--- config.mk ---
export PLATFORM = sky130hd
export DESIGN_NAME = viewport_ctrl
export DESIGN_NICKNAME = d
export VERILOG_FILES = /design/src/rtl/viewport_pkg.sv /design/src/rtl/vp_axis.sv /design/src/rtl/viewport_ctrl.sv
export SDC_FILE = /design/constraint.sdc
export NUM_CORES = 1
export LEC_CHECK = 0
export ABC_AREA = 1
export CORE_ASPECT_RATIO = 0.5
export CORE_MARGIN = 5
export CORE_UTILIZATION = 30
export CTS_BUF_LIST = sky130_fd_sc_hd__clkbuf_2
export CTS_CLUSTER_DIAMETER = 120
export DETAILED_ROUTE_END_ITERATION = 8
export GPL_TIMING_DRIVEN = 0
export PLACE_DENSITY = 0.53
export SYNTH_ARGS = -nofsm -noshare
export SYNTH_HDL_FRONTEND = slang
export SYNTH_SLANG_ARGS = --single-unit
--- constraint.sdc ---
create_clock -name clk -period 5.1 [get_ports clk]
set_input_delay 0.765 -clock clk [delete_from_list [all_inputs] [get_ports clk]]
set_output_delay 0.765 -clock clk [all_outputs]
set_load 0.005 [all_outputs]
--- src/rtl/viewport_pkg.sv ---
// Shared types and helpers for the scrolling viewport controller:
// mode encodings, control FSM states and a signed clamp.
package viewport_pkg;

    typedef enum logic [1:0] {
        MODE_SNAP   = 2'b00,
        MODE_SMOOTH = 2'b01,
        MODE_MANUAL = 2'b10,
        MODE_FREEZE = 2'b11
    } vp_mode_e;

    typedef enum logic {
        ST_SETTLED = 1'b0,
        ST_PANNING = 1'b1
    } vp_state_e;

    // Wide enough for any COORD_W+2 signed intermediate we clamp.
    localparam int CALC_W = 32;

    function automatic logic signed [CALC_W-1:0] clamp_s(
        input logic signed [CALC_W-1:0] val,
        input logic signed [CALC_W-1:0] lo,
        input logic signed [CALC_W-1:0] hi
    );
        logic signed [CALC_W-1:0] res_s;
        if (val < lo) begin
            res_s = lo;
        end else if (val > hi) begin
            res_s = hi;
        end else begin
            res_s = val;
        end
        return res_s;
    endfunction

endpackage

--- src/rtl/vp_axis.sv ---
// One viewport axis: location capture, target clamp, applied offset
// register and the per-frame snap/smooth step toward the target.
module vp_axis
    import viewport_pkg::*;
#(
    parameter int COORD_W  = 8,
    parameter int MAP_N    = 256,
    parameter int WIN_N    = 64,
    parameter int STEP_MAX = 4
) (
    input  logic               clk,
    input  logic               reset,
    input  logic               upd,
    input  logic               frame_start,
    input  vp_mode_e           mode,
    input  logic [COORD_W-1:0] loc,
    input  logic [COORD_W-1:0] man,
    output logic [COORD_W-1:0] off,
    output logic               at_target,
    output logic               at_target_nxt
);

    localparam int HALF_C  = WIN_N / 2;
    localparam int LIMIT_C = MAP_N - WIN_N;
    localparam logic [COORD_W-1:0] STEP_C = COORD_W'(STEP_MAX);

    logic [COORD_W-1:0]        loc_r;
    logic [COORD_W-1:0]        off_r;
    logic [COORD_W-1:0]        follow_tgt_s;
    logic [COORD_W-1:0]        man_tgt_s;
    logic [COORD_W-1:0]        target_s;
    logic [COORD_W-1:0]        gap_s;
    logic [COORD_W-1:0]        step_s;
    logic [COORD_W-1:0]        off_nxt_s;
    logic signed [COORD_W+1:0] follow_diff_s;

    // Location register: captured on each sysreg update pulse.
    always_ff @(posedge clk or posedge reset) begin
        if (reset) begin
            loc_r <= {COORD_W{1'b0}};
        end else if (upd) begin
            loc_r <= loc;
        end else begin
            loc_r <= loc_r;
        end
    end

    // Centre the robot in the window; the extra two bits keep loc - WIN/2 signed.
    assign follow_diff_s = $signed({2'b00, loc_r}) - $signed((COORD_W+2)'(HALF_C));
    assign follow_tgt_s  = COORD_W'(clamp_s(32'(follow_diff_s), 32'sd0, 32'(LIMIT_C)));
    assign man_tgt_s     = COORD_W'(clamp_s($signed(32'(man)), 32'sd0, 32'(LIMIT_C)));

    // Target selection: manual requests bypass the follow computation.
    always_comb begin
        target_s = follow_tgt_s;
        if (mode == MODE_MANUAL) begin
            target_s = man_tgt_s;
        end else begin
            target_s = follow_tgt_s;
        end
    end

    // Distance to target and the bounded smooth-follow step.
    always_comb begin
        gap_s  = {COORD_W{1'b0}};
        step_s = {COORD_W{1'b0}};
        if (target_s > off_r) begin
            gap_s = target_s - off_r;
        end else begin
            gap_s = off_r - target_s;
        end
        if (gap_s > STEP_C) begin
            step_s = STEP_C;
        end else begin
            step_s = gap_s;
        end
    end

    // Next offset: only a frame boundary may move it.
    always_comb begin
        off_nxt_s = off_r;
        if (frame_start) begin
            case (mode)
                MODE_SNAP, MODE_MANUAL: off_nxt_s = target_s;
                MODE_SMOOTH: begin
                    if (target_s > off_r) begin
                        off_nxt_s = off_r + step_s;
                    end else begin
                        off_nxt_s = off_r - step_s;
                    end
                end
                MODE_FREEZE: off_nxt_s = off_r;
                default:     off_nxt_s = off_r;
            endcase
        end else begin
            off_nxt_s = off_r;
        end
    end

    // Applied offset register.
    always_ff @(posedge clk or posedge reset) begin
        if (reset) begin
            off_r <= {COORD_W{1'b0}};
        end else begin
            off_r <= off_nxt_s;
        end
    end

    assign off           = off_r;
    assign at_target     = (off_r == target_s);
    assign at_target_nxt = (off_nxt_s == target_s);

endmodule

--- src/rtl/viewport_ctrl.sv ---
// Rojobot viewport controller: per-axis offset tracking, pan status FSM
// and the registered viewport-to-world address translation.
module viewport_ctrl
    import viewport_pkg::*;
#(
    parameter int COORD_W  = 8,
    parameter int ADDR_W   = 11,
    parameter int MAP_W    = 256,
    parameter int MAP_H    = 256,
    parameter int WIN_W    = 64,
    parameter int WIN_H    = 64,
    parameter int STEP_MAX = 4
) (
    input  logic               clk,
    input  logic               reset,
    input  logic [COORD_W-1:0] loc_x,
    input  logic [COORD_W-1:0] loc_y,
    input  logic               upd_sysregs,
    input  logic               frame_start,
    input  logic [1:0]         mode,
    input  logic [COORD_W-1:0] man_x,
    input  logic [COORD_W-1:0] man_y,
    input  logic [ADDR_W-1:0]  vid_row,
    input  logic [ADDR_W-1:0]  vid_col,
    output logic [ADDR_W-1:0]  map_row,
    output logic [ADDR_W-1:0]  map_col,
    output logic               map_valid,
    output logic [COORD_W-1:0] off_x,
    output logic [COORD_W-1:0] off_y,
    output logic               panning
);

    vp_mode_e           mode_s;
    vp_state_e          state_r;
    vp_state_e          state_nxt_s;
    logic               x_at_s;
    logic               y_at_s;
    logic               x_at_nxt_s;
    logic               y_at_nxt_s;
    logic               win_hit_s;
    logic [ADDR_W-1:0]  map_row_r;
    logic [ADDR_W-1:0]  map_col_r;
    logic               map_valid_r;

    assign mode_s = vp_mode_e'(mode);

    vp_axis #(
        .COORD_W  (COORD_W),
        .MAP_N    (MAP_W),
        .WIN_N    (WIN_W),
        .STEP_MAX (STEP_MAX)
    ) u_axis_x (
        .clk           (clk),
        .reset         (reset),
        .upd           (upd_sysregs),
        .frame_start   (frame_start),
        .mode          (mode_s),
        .loc           (loc_x),
        .man           (man_x),
        .off           (off_x),
        .at_target     (x_at_s),
        .at_target_nxt (x_at_nxt_s)
    );

    vp_axis #(
        .COORD_W  (COORD_W),
        .MAP_N    (MAP_H),
        .WIN_N    (WIN_H),
        .STEP_MAX (STEP_MAX)
    ) u_axis_y (
        .clk           (clk),
        .reset         (reset),
        .upd           (upd_sysregs),
        .frame_start   (frame_start),
        .mode          (mode_s),
        .loc           (loc_y),
        .man           (man_y),
        .off           (off_y),
        .at_target     (y_at_s),
        .at_target_nxt (y_at_nxt_s)
    );

    // Pan FSM next state: a frame update decides from the post-update offsets,
    // otherwise a moving target can still be met between frames.
    always_comb begin
        state_nxt_s = state_r;
        case (state_r)
            ST_SETTLED: begin
                if (frame_start && !(x_at_nxt_s && y_at_nxt_s)) begin
                    state_nxt_s = ST_PANNING;
                end else begin
                    state_nxt_s = ST_SETTLED;
                end
            end
            ST_PANNING: begin
                if (frame_start) begin
                    state_nxt_s = (x_at_nxt_s && y_at_nxt_s) ? ST_SETTLED : ST_PANNING;
                end else if (x_at_s && y_at_s) begin
                    state_nxt_s = ST_SETTLED;
                end else begin
                    state_nxt_s = ST_PANNING;
                end
            end
            default: state_nxt_s = ST_SETTLED;
        endcase
    end

    // Pan FSM state register.
    always_ff @(posedge clk or posedge reset) begin
        if (reset) begin
            state_r <= ST_SETTLED;
        end else begin
            state_r <= state_nxt_s;
        end
    end

    assign panning   = (state_r == ST_PANNING);
    assign win_hit_s = (vid_row < ADDR_W'(WIN_H)) && (vid_col < ADDR_W'(WIN_W));

    // Address translation uses the offsets held at the start of this cycle.
    always_ff @(posedge clk or posedge reset) begin
        if (reset) begin
            map_row_r   <= {ADDR_W{1'b0}};
            map_col_r   <= {ADDR_W{1'b0}};
            map_valid_r <= 1'b0;
        end else if (win_hit_s) begin
            map_row_r   <= vid_row + ADDR_W'(off_y);
            map_col_r   <= vid_col + ADDR_W'(off_x);
            map_valid_r <= 1'b1;
        end else begin
            map_row_r   <= {ADDR_W{1'b0}};
            map_col_r   <= {ADDR_W{1'b0}};
            map_valid_r <= 1'b0;
        end
    end

    assign map_row   = map_row_r;
    assign map_col   = map_col_r;
    assign map_valid = map_valid_r;

endmodule

* Word-level counts from Yosys, hierarchy flattened
Cells that the tools add are included.
** Storage, ports and cells
- Register bits after elaboration :: 56
- Bits of input ports :: 60
- Output and inout bits :: 40
- Logic and storage cells :: 73
** Operators by class
- Add/sub/neg operators :: 12
- $lt $le $gt $ge :: 12
- Equal/unequal tests :: 7
- Muxes and demuxes :: 26
- Bitwise gates (word level) :: 1
- Reductions and logical operators :: 7
** Operator list (number)
- 2-to-1 mux 8 bit :: 16
- case mux 8 bit (3 select lines) :: 2
- subtractor 8 bit :: 6
- equality test 8 bit :: 4
- adder 11 x 8 -> 11 bit :: 2
- < comparator 11 x 7 -> 1 bit, second input constant :: 2
- 2-to-1 mux 11 bit :: 2
- greater-than comparator 9 bit, second input constant :: 2
- < comparator 9 x 1 -> 1 bit, second input constant :: 2
- subtractor 8 x 6 -> 9 bit, second input constant :: 2
- adder 8 bit :: 2
- greater-than comparator 8 x 3 -> 1 bit, second input constant :: 2
- greater-than comparator 8 bit :: 2
- greater-than comparator 8 bit, second input constant :: 2
- 2-to-1 mux 1 bit :: 5
- equality test 2 bit, second input constant :: 2
- logical AND 1 bit :: 4
- equality test 2 x 1 -> 1 bit, second input constant :: 1
- zero test 2 bit :: 1
- case mux 1 bit (2 select lines) :: 1
- OR reduction 2 bit :: 1
- zero test 1 bit :: 1
- NOT 1 bit :: 1

* Depth between registers and ports, before layout
- Word-level depth :: 19
- Gate-level depth with buffers :: 49
- Gate-level depth less buffers :: 48

* Cells and area by module
From an unflattened synthesis, not the netlist that was laid out.
** Second synthesis, totals
- Cell total of the unflattened synthesis :: 1010
- Area, all modules :: 6391.1 um2
** By module, submodules not included
- vp_axis at u_axis_y :: instances 1, cells an instance 409, area an instance 2456.1 um2, seq. area each 400.4 um2
- vp_axis at u_axis_x :: instances 1, cells an instance 403, area an instance 2427.3 um2, seq. area each 400.4 um2
- viewport_ctrl :: instances 1, cells an instance 198, area an instance 1507.7 um2, seq. area each 600.6 um2

* Worst setup path after synthesis
Ideal clock, no wire load.
- Path type :: input port to flip-flop
- Start point :: input mode[1]
- End point :: register state_r (netlist: panning)
- Library setup time :: 0.119 ns
- Data arrival time :: 5.406 ns
- Required time :: 4.981 ns
- Setup slack :: -0.426 ns
- Stages :: 44
- Buffers on the path :: 1
- Cells stage by stage :: inv_2 > nor2_2 > clkbuf_1 > nand3_1 > o21ai_1 > inv_1 > ha_1 > inv_1 > fa_1 > nand3_1 > nand3_1 > nand2_1 > nand2_2 > nand2_8 > inv_4 > nand2_1 > nand2_1 > inv_1 > [8 not listed] > o21ai_1 > fa_1 > o21ai_0 > nand2_1 > nand2_1 > a21oi_1 > nand2_1 > nand2_1 > o21ai_0 > nand2_1 > nand2_1 > nand2_1 > nor2_1 > nand2_1 > nor2_1 > nand3_1 > nor2_1 > nor2_1
** Between the ends
- Cells in the longest elaborated chain, start to end :: 16
- Elaborated cells on any way between the ends :: 42
- Classes of those cells :: 8 x add/sub; 4 x order compare; 7 x eq/ne; 17 x mux; 6 x reduce/logical
** RTL lines
- from (decl) :: line viewport_ctrl.sv:20 : input logic [1:0] mode,
- equality test 2 bit :: line vp_axis.sv:56, vp_axis.sv:83
- 2-to-1 mux 8 bit :: line vp_axis.sv:56 : if (mode == MODE_MANUAL) begin
- subtractor 8 bit (tied with other cells) :: line vp_axis.sv:70 : gap_s = off_r - target_s;
- 2-to-1 mux 8 bit :: line vp_axis.sv:67 : if (target_s > off_r) begin
- greater-than comparator 8 x 3 -> 1 bit :: line vp_axis.sv:72 : if (gap_s > STEP_C) begin
- 2-to-1 mux 8 bit :: line vp_axis.sv:72
- subtractor 8 bit / adder 8 bit (equally long branches) :: line vp_axis.sv:89, vp_axis.sv:87
- 2-to-1 mux 8 bit :: line vp_axis.sv:86 : if (target_s > off_r) begin
- case mux 8 bit (3 select lines) :: line vp_axis.sv:83 : case (mode)
- 2-to-1 mux 8 bit :: line vp_axis.sv:82 : if (frame_start) begin
- equality test 8 bit :: line vp_axis.sv:111 : assign at_target_nxt = (off_nxt_s == target_s);
- logical AND 1 bit :: line viewport_ctrl.sv:89, viewport_ctrl.sv:97
- zero test 1 bit :: line viewport_ctrl.sv:89 : if (frame_start && !(x_at_nxt_s && y_at_nxt_s)) begin
- logical AND 1 bit :: line viewport_ctrl.sv:89
- 2-to-1 mux 1 bit :: line viewport_ctrl.sv:89
- case mux 1 bit (2 select lines) (*) :: line viewport_ctrl.sv:87 : case (state_r)
- named net state_nxt_s :: line viewport_ctrl.sv:35 : vp_state_e state_nxt_s;
- to (signal assigned) :: line viewport_ctrl.sv:113 : state_r <= state_nxt_s;
- to (decl) :: line viewport_ctrl.sv:34 : vp_state_e state_r;
Mark *: on every way through the listed nets, which the timed path passes. The rest lies on a longest branch.
A chain may end at the register's enable or synchronous reset.

* Worst setup path after layout
- Start point :: input mode[1]
- End point :: register state_r (netlist: panning)
** Between the ends
- Cells in the longest elaborated chain, start to end :: 16
- Elaborated cells on any way between the ends :: 42
- Classes of those cells :: 8 x add/sub; 4 x order compare; 7 x eq/ne; 17 x mux; 6 x reduce/logical
** RTL lines
- equality test 2 bit :: line vp_axis.sv:56, vp_axis.sv:83
- 2-to-1 mux 8 bit :: line vp_axis.sv:56
- subtractor 8 bit (tied with other cells) :: line vp_axis.sv:70
- 2-to-1 mux 8 bit :: line vp_axis.sv:67
- greater-than comparator 8 x 3 -> 1 bit :: line vp_axis.sv:72
- 2-to-1 mux 8 bit :: line vp_axis.sv:72
- subtractor 8 bit / adder 8 bit (equally long branches) :: line vp_axis.sv:89, vp_axis.sv:87
- 2-to-1 mux 8 bit :: line vp_axis.sv:86
- [2 not listed]
- named net u_axis_y.off_nxt_s[6] :: line vp_axis.sv:34 : logic [COORD_W-1:0] off_nxt_s;
- equality test 8 bit (*) :: line vp_axis.sv:111
- logical AND 1 bit (*) :: line viewport_ctrl.sv:89, viewport_ctrl.sv:97
- zero test 1 bit :: line viewport_ctrl.sv:89
- logical AND 1 bit :: line viewport_ctrl.sv:89
- 2-to-1 mux 1 bit :: line viewport_ctrl.sv:89
- case mux 1 bit (2 select lines) (*) :: line viewport_ctrl.sv:87
- named net state_nxt_s :: line viewport_ctrl.sv:35
Marks and branches as above.

==> results_dict.tcl <==
set metrics [dict create \
    shortest_period_the_worst_path_allows_ns 5.529 \
    static_leakage_nw 4.466 \
    die-height_microns 111.4 \
    floorplan.initialDensity_pct 30.26 \
    timing.critical_path.slowest_stage_cell "sky130_fd_sc_hd__ha_4" \
    drt_pre_antenna_iters 5 \
    design.core.area_sq_um 20370 \
    placement.io_buffers 99 \
    ys_async_sr_fraction_pct 100.0 \
    cts_inserted_buffers 5 \
    critical_path.max_stage_delay_ns 0.33 \
    failed_checks "setup timing" \
    synth.ff_latch_count 56 \
    io_pins 100 \
    crit_path_frequent_cell "sky130_fd_sc_hd__nand2_1" \
    maxCapViolations 0 \
    finalWeightedCongestion 0.8921 \
    setup.worst_path.class "in2reg" \
    period_share_pct 108.4 \
    timing.critical_path.max_delay_family "simple AND/OR/NAND/NOR gates" \
    ir_drop_v 0.0001753 \
    initial_antenna_violation_count 0 \
    yosys_warnings 0 \
    timing_worst_slew_pin_value_ns 0.7077 \
    first_global_vias 6639 \
    grt_max_degree 32 \
    fin_skew_ns 0.02223 \
    p_sw_w 0.001918 \
    power.switching_fraction_pct 51.21 \
    floorplan.die_area_sq_um 23690 \
    worst_setup_path_end_kind "flop" \
    placement_rows 37 \
    post-route-util_pct 44.61 \
    post-route-drc-count 0 \
    synthesis.area_sq_um 6163 \
    via_density_per_instance 4.825 \
    fmaxAchievable_ghz 0.1809 \
    postRouteWirelength_microns 21840 \
    chipWidth_microns 212.7 \
    clock_tree_from_tritoncts "yes" \
    synthFlopType "sky130_fd_sc_hd__dfrtp_1" \
    critPathRequiredTime_ns 5.53 \
    clock-sinks 56 \
    worst_skew_pair.late_latency_ns 0.49 \
    seq_power_share_pct 16.2 \
    multi_input_comb_area_sq_um 4951 \
    hpwlAfterDp_microns 16810 \
    clk_pin_slew_worst_paths_ns 0.33 \
    setup_slack_ns -0.4291 \
    holdCritPathClass "reg2reg" \
    wire_length_of_the_first_global_routing_pass_microns 34130 \
    setup.worst_path.start_class "input pin" \
    maximum_buffer_depth_of_the_clock_tree 2 \
    vias 6861 \
    slew_headroom_pct 52.75 \
    cts-htree-levels 2 \
    worstPathArrival_ns 5.96 \
    finalHoldWorstSlack_ns 0.5734 \
    final_antenna_net_count 0 \
    synth_area_per_cell_sq_um 6.400 \
    maxSlewViolCount 0 \
    final_layout_size_suffix_gt1_share_pct 26.22 \
    layout.nets 1279 \
    drtIter0Drc 363 \
    detail_route.wl_per_cell_microns 15.36 \
    run_status "complete, but fails checks" \
    cts-root-buf "sky130_fd_sc_hd__clkbuf_2" \
    comb_power_share_pct 78.4 \
    synth_cell_types 53 \
    critPathMaxFanout 8 \
    postSynthCellCount 963 \
    nFillCells 2090 \
    powerDensity_nw_per_um2 412.2 \
    rsz_0062_raised_after_global_routing "true" \
    power.share.clock_pct 5.4 \
    grt_remaining_overflow 0 \
    power_report.internal_total_w 0.001828 \
    crit_buf_inv 9 \
    synth_edf_count 0 \
    cts_hold_buffers 0 \
    setup_viol 4 \
    seq_area_frac_synth_pct 22.74 \
    regArea_sq_um 1401 \
    grtUsageTotal_pct 17.67 \
    layout-area-overhead-vs-synth_pct 47.44 \
    timing_hold_violations_final 0 \
]
-- layout make-up --
class / count / share of cell area, %
plain buffers: 15 / 0.9913
clock inverters: 3 / 0.2478
repair buffers: 176 / 17.80
inverters: 165 / 6.994
clock buffers: 5 / 0.2754
flip-flops and latches: 56 / 15.42
well taps: 273 / 3.759
multi-input cells: 728 / 54.48
diodes: 1 / 0.02754
-- cell usage after synthesis, drive strengths merged, types with 9 or more instances --
library cell,instances,area share [%]
ha,64,13
inv,164,10
nand3,81,6.8
dfrtp,56,23
nor2,79,5.2
clkbuf,9,0.55
nand2,304,19
xnor2,10,1.4
nand4,19,2.0
o21ai,58,4.8
a21oi,47,4.0
-- cell families (layout without fill, tap and decap cells) --
kind of cell             count (synthesis)  in the layout  synth area share [%]
AO/OA/AOI/OAI                          133            133                 12.30
adder cells (fa/ha/maj)                 72             72                 15.59
AND/OR/NAND/NOR                        501            501                 35.34
other                                    1              5               0.06084
flip-flops                              56             56                 22.74
XOR/XNOR                                18             18                 2.558
buffers and inverters                  182            364                 11.41
-- power groups by stage --
stage / Combinational [W] / Clock (W) / Sequential (W)
after floorplan: 0.00158 / 0 / 0.000549
after global placement: 0.00207 / 0 / 0.000605
after detailed placement: 0.00209 / 0 / 0.000605
after CTS: 0.00252 / 0.000212 / 0.000599
after global routing: 0.00324 / 0.000230 / 0.000612
final: 0.00294 / 0.000202 / 0.000605
-- final timing paths --
check                                   from           endpoint  cells past startpoint  slack (ns)
max                                  mode[1]            panning                     46       -0.43
min                        u_axis_x.loc_r[2]  u_axis_x.loc_r[2]                      2        0.57
max reg2reg                u_axis_x.loc_r[5]            panning                     44       -0.33
min reg2reg                u_axis_x.loc_r[2]  u_axis_x.loc_r[2]                      2        0.57
max in group asynchronous              reset         map_row[8]                      3        3.86
min in group asynchronous              reset        map_col[10]                      2        0.65
-- routing by layer --
layer	vias to the layer above	part of all wire, %	GRT usage, %	wire (microns)
met1	3230	47	24.61	10250
met5	-	0	0	0
met2	149	48	29.90	10480
li1	3449	-	-	-
met3	33	3.2	1.633	705
met4	0	1.8	4.005	403
-- sequential cells by signal (all words and copies together), names as in the netlist --
register / cells
map_row: 11
u_axis_x.off: 8
map_valid: 1
u_axis_x.loc_r: 8
u_axis_y.off: 8
u_axis_y.loc_r: 8
map_col: 11
panning: 1
-- worst min-delay path, stage by stage (launching register included) --
cell	delay, ns
sky130_fd_sc_hd__dfrtp_1	0.46
sky130_fd_sc_hd__inv_1	0.07
sky130_fd_sc_hd__o21ai_0	0.06
-- cell usage in the layout, fill, tap and decap left out, types with 12 or more instances in the layout --
cell type,synthesis,layout
sky130_fd_sc_hd__clkdlybuf4s50_1,0,97
sky130_fd_sc_hd__inv_2,8,29
sky130_fd_sc_hd__nor2_4,2,17
sky130_fd_sc_hd__dfrtp_1,56,56
sky130_fd_sc_hd__inv_1,155,130
sky130_fd_sc_hd__nand3_1,78,66
sky130_fd_sc_hd__nand2_2,11,49
sky130_fd_sc_hd__nand3_2,3,14
sky130_fd_sc_hd__a21oi_1,46,33
sky130_fd_sc_hd__buf_4,1,68
sky130_fd_sc_hd__ha_1,64,43
sky130_fd_sc_hd__nor2_1,73,55
sky130_fd_sc_hd__o21ai_2,1,12
sky130_fd_sc_hd__nand2_1,291,247
sky130_fd_sc_hd__nand4_1,18,18
sky130_fd_sc_hd__ha_4,0,19
sky130_fd_sc_hd__o21ai_0,51,36
-- what timing repair did --
action,in CTS,in global routing
gates cloned,1,0
resized for setup,113,98
setup buffers,49,27
pin swaps,57,100
setup endpoints to repair,15,13
-- metrics by stage --
stage                     power (W)  area, sq um   TNS, ns  cells  setup WS [ns]
after global placement     0.002671         7635    -15.80   1338         -1.729
after floorplan            0.002128         6302  -0.07813    966       -0.07813
after detailed placement   0.002692         7655    -16.92   1339         -1.806
final                      0.003746         9087   -0.7522   1422        -0.4291
after CTS                  0.003331         8472   -0.6922   1395        -0.4716
after global routing       0.004083         9085    -1.980   1421        -0.7091
(Power assumes the default switching activity.)
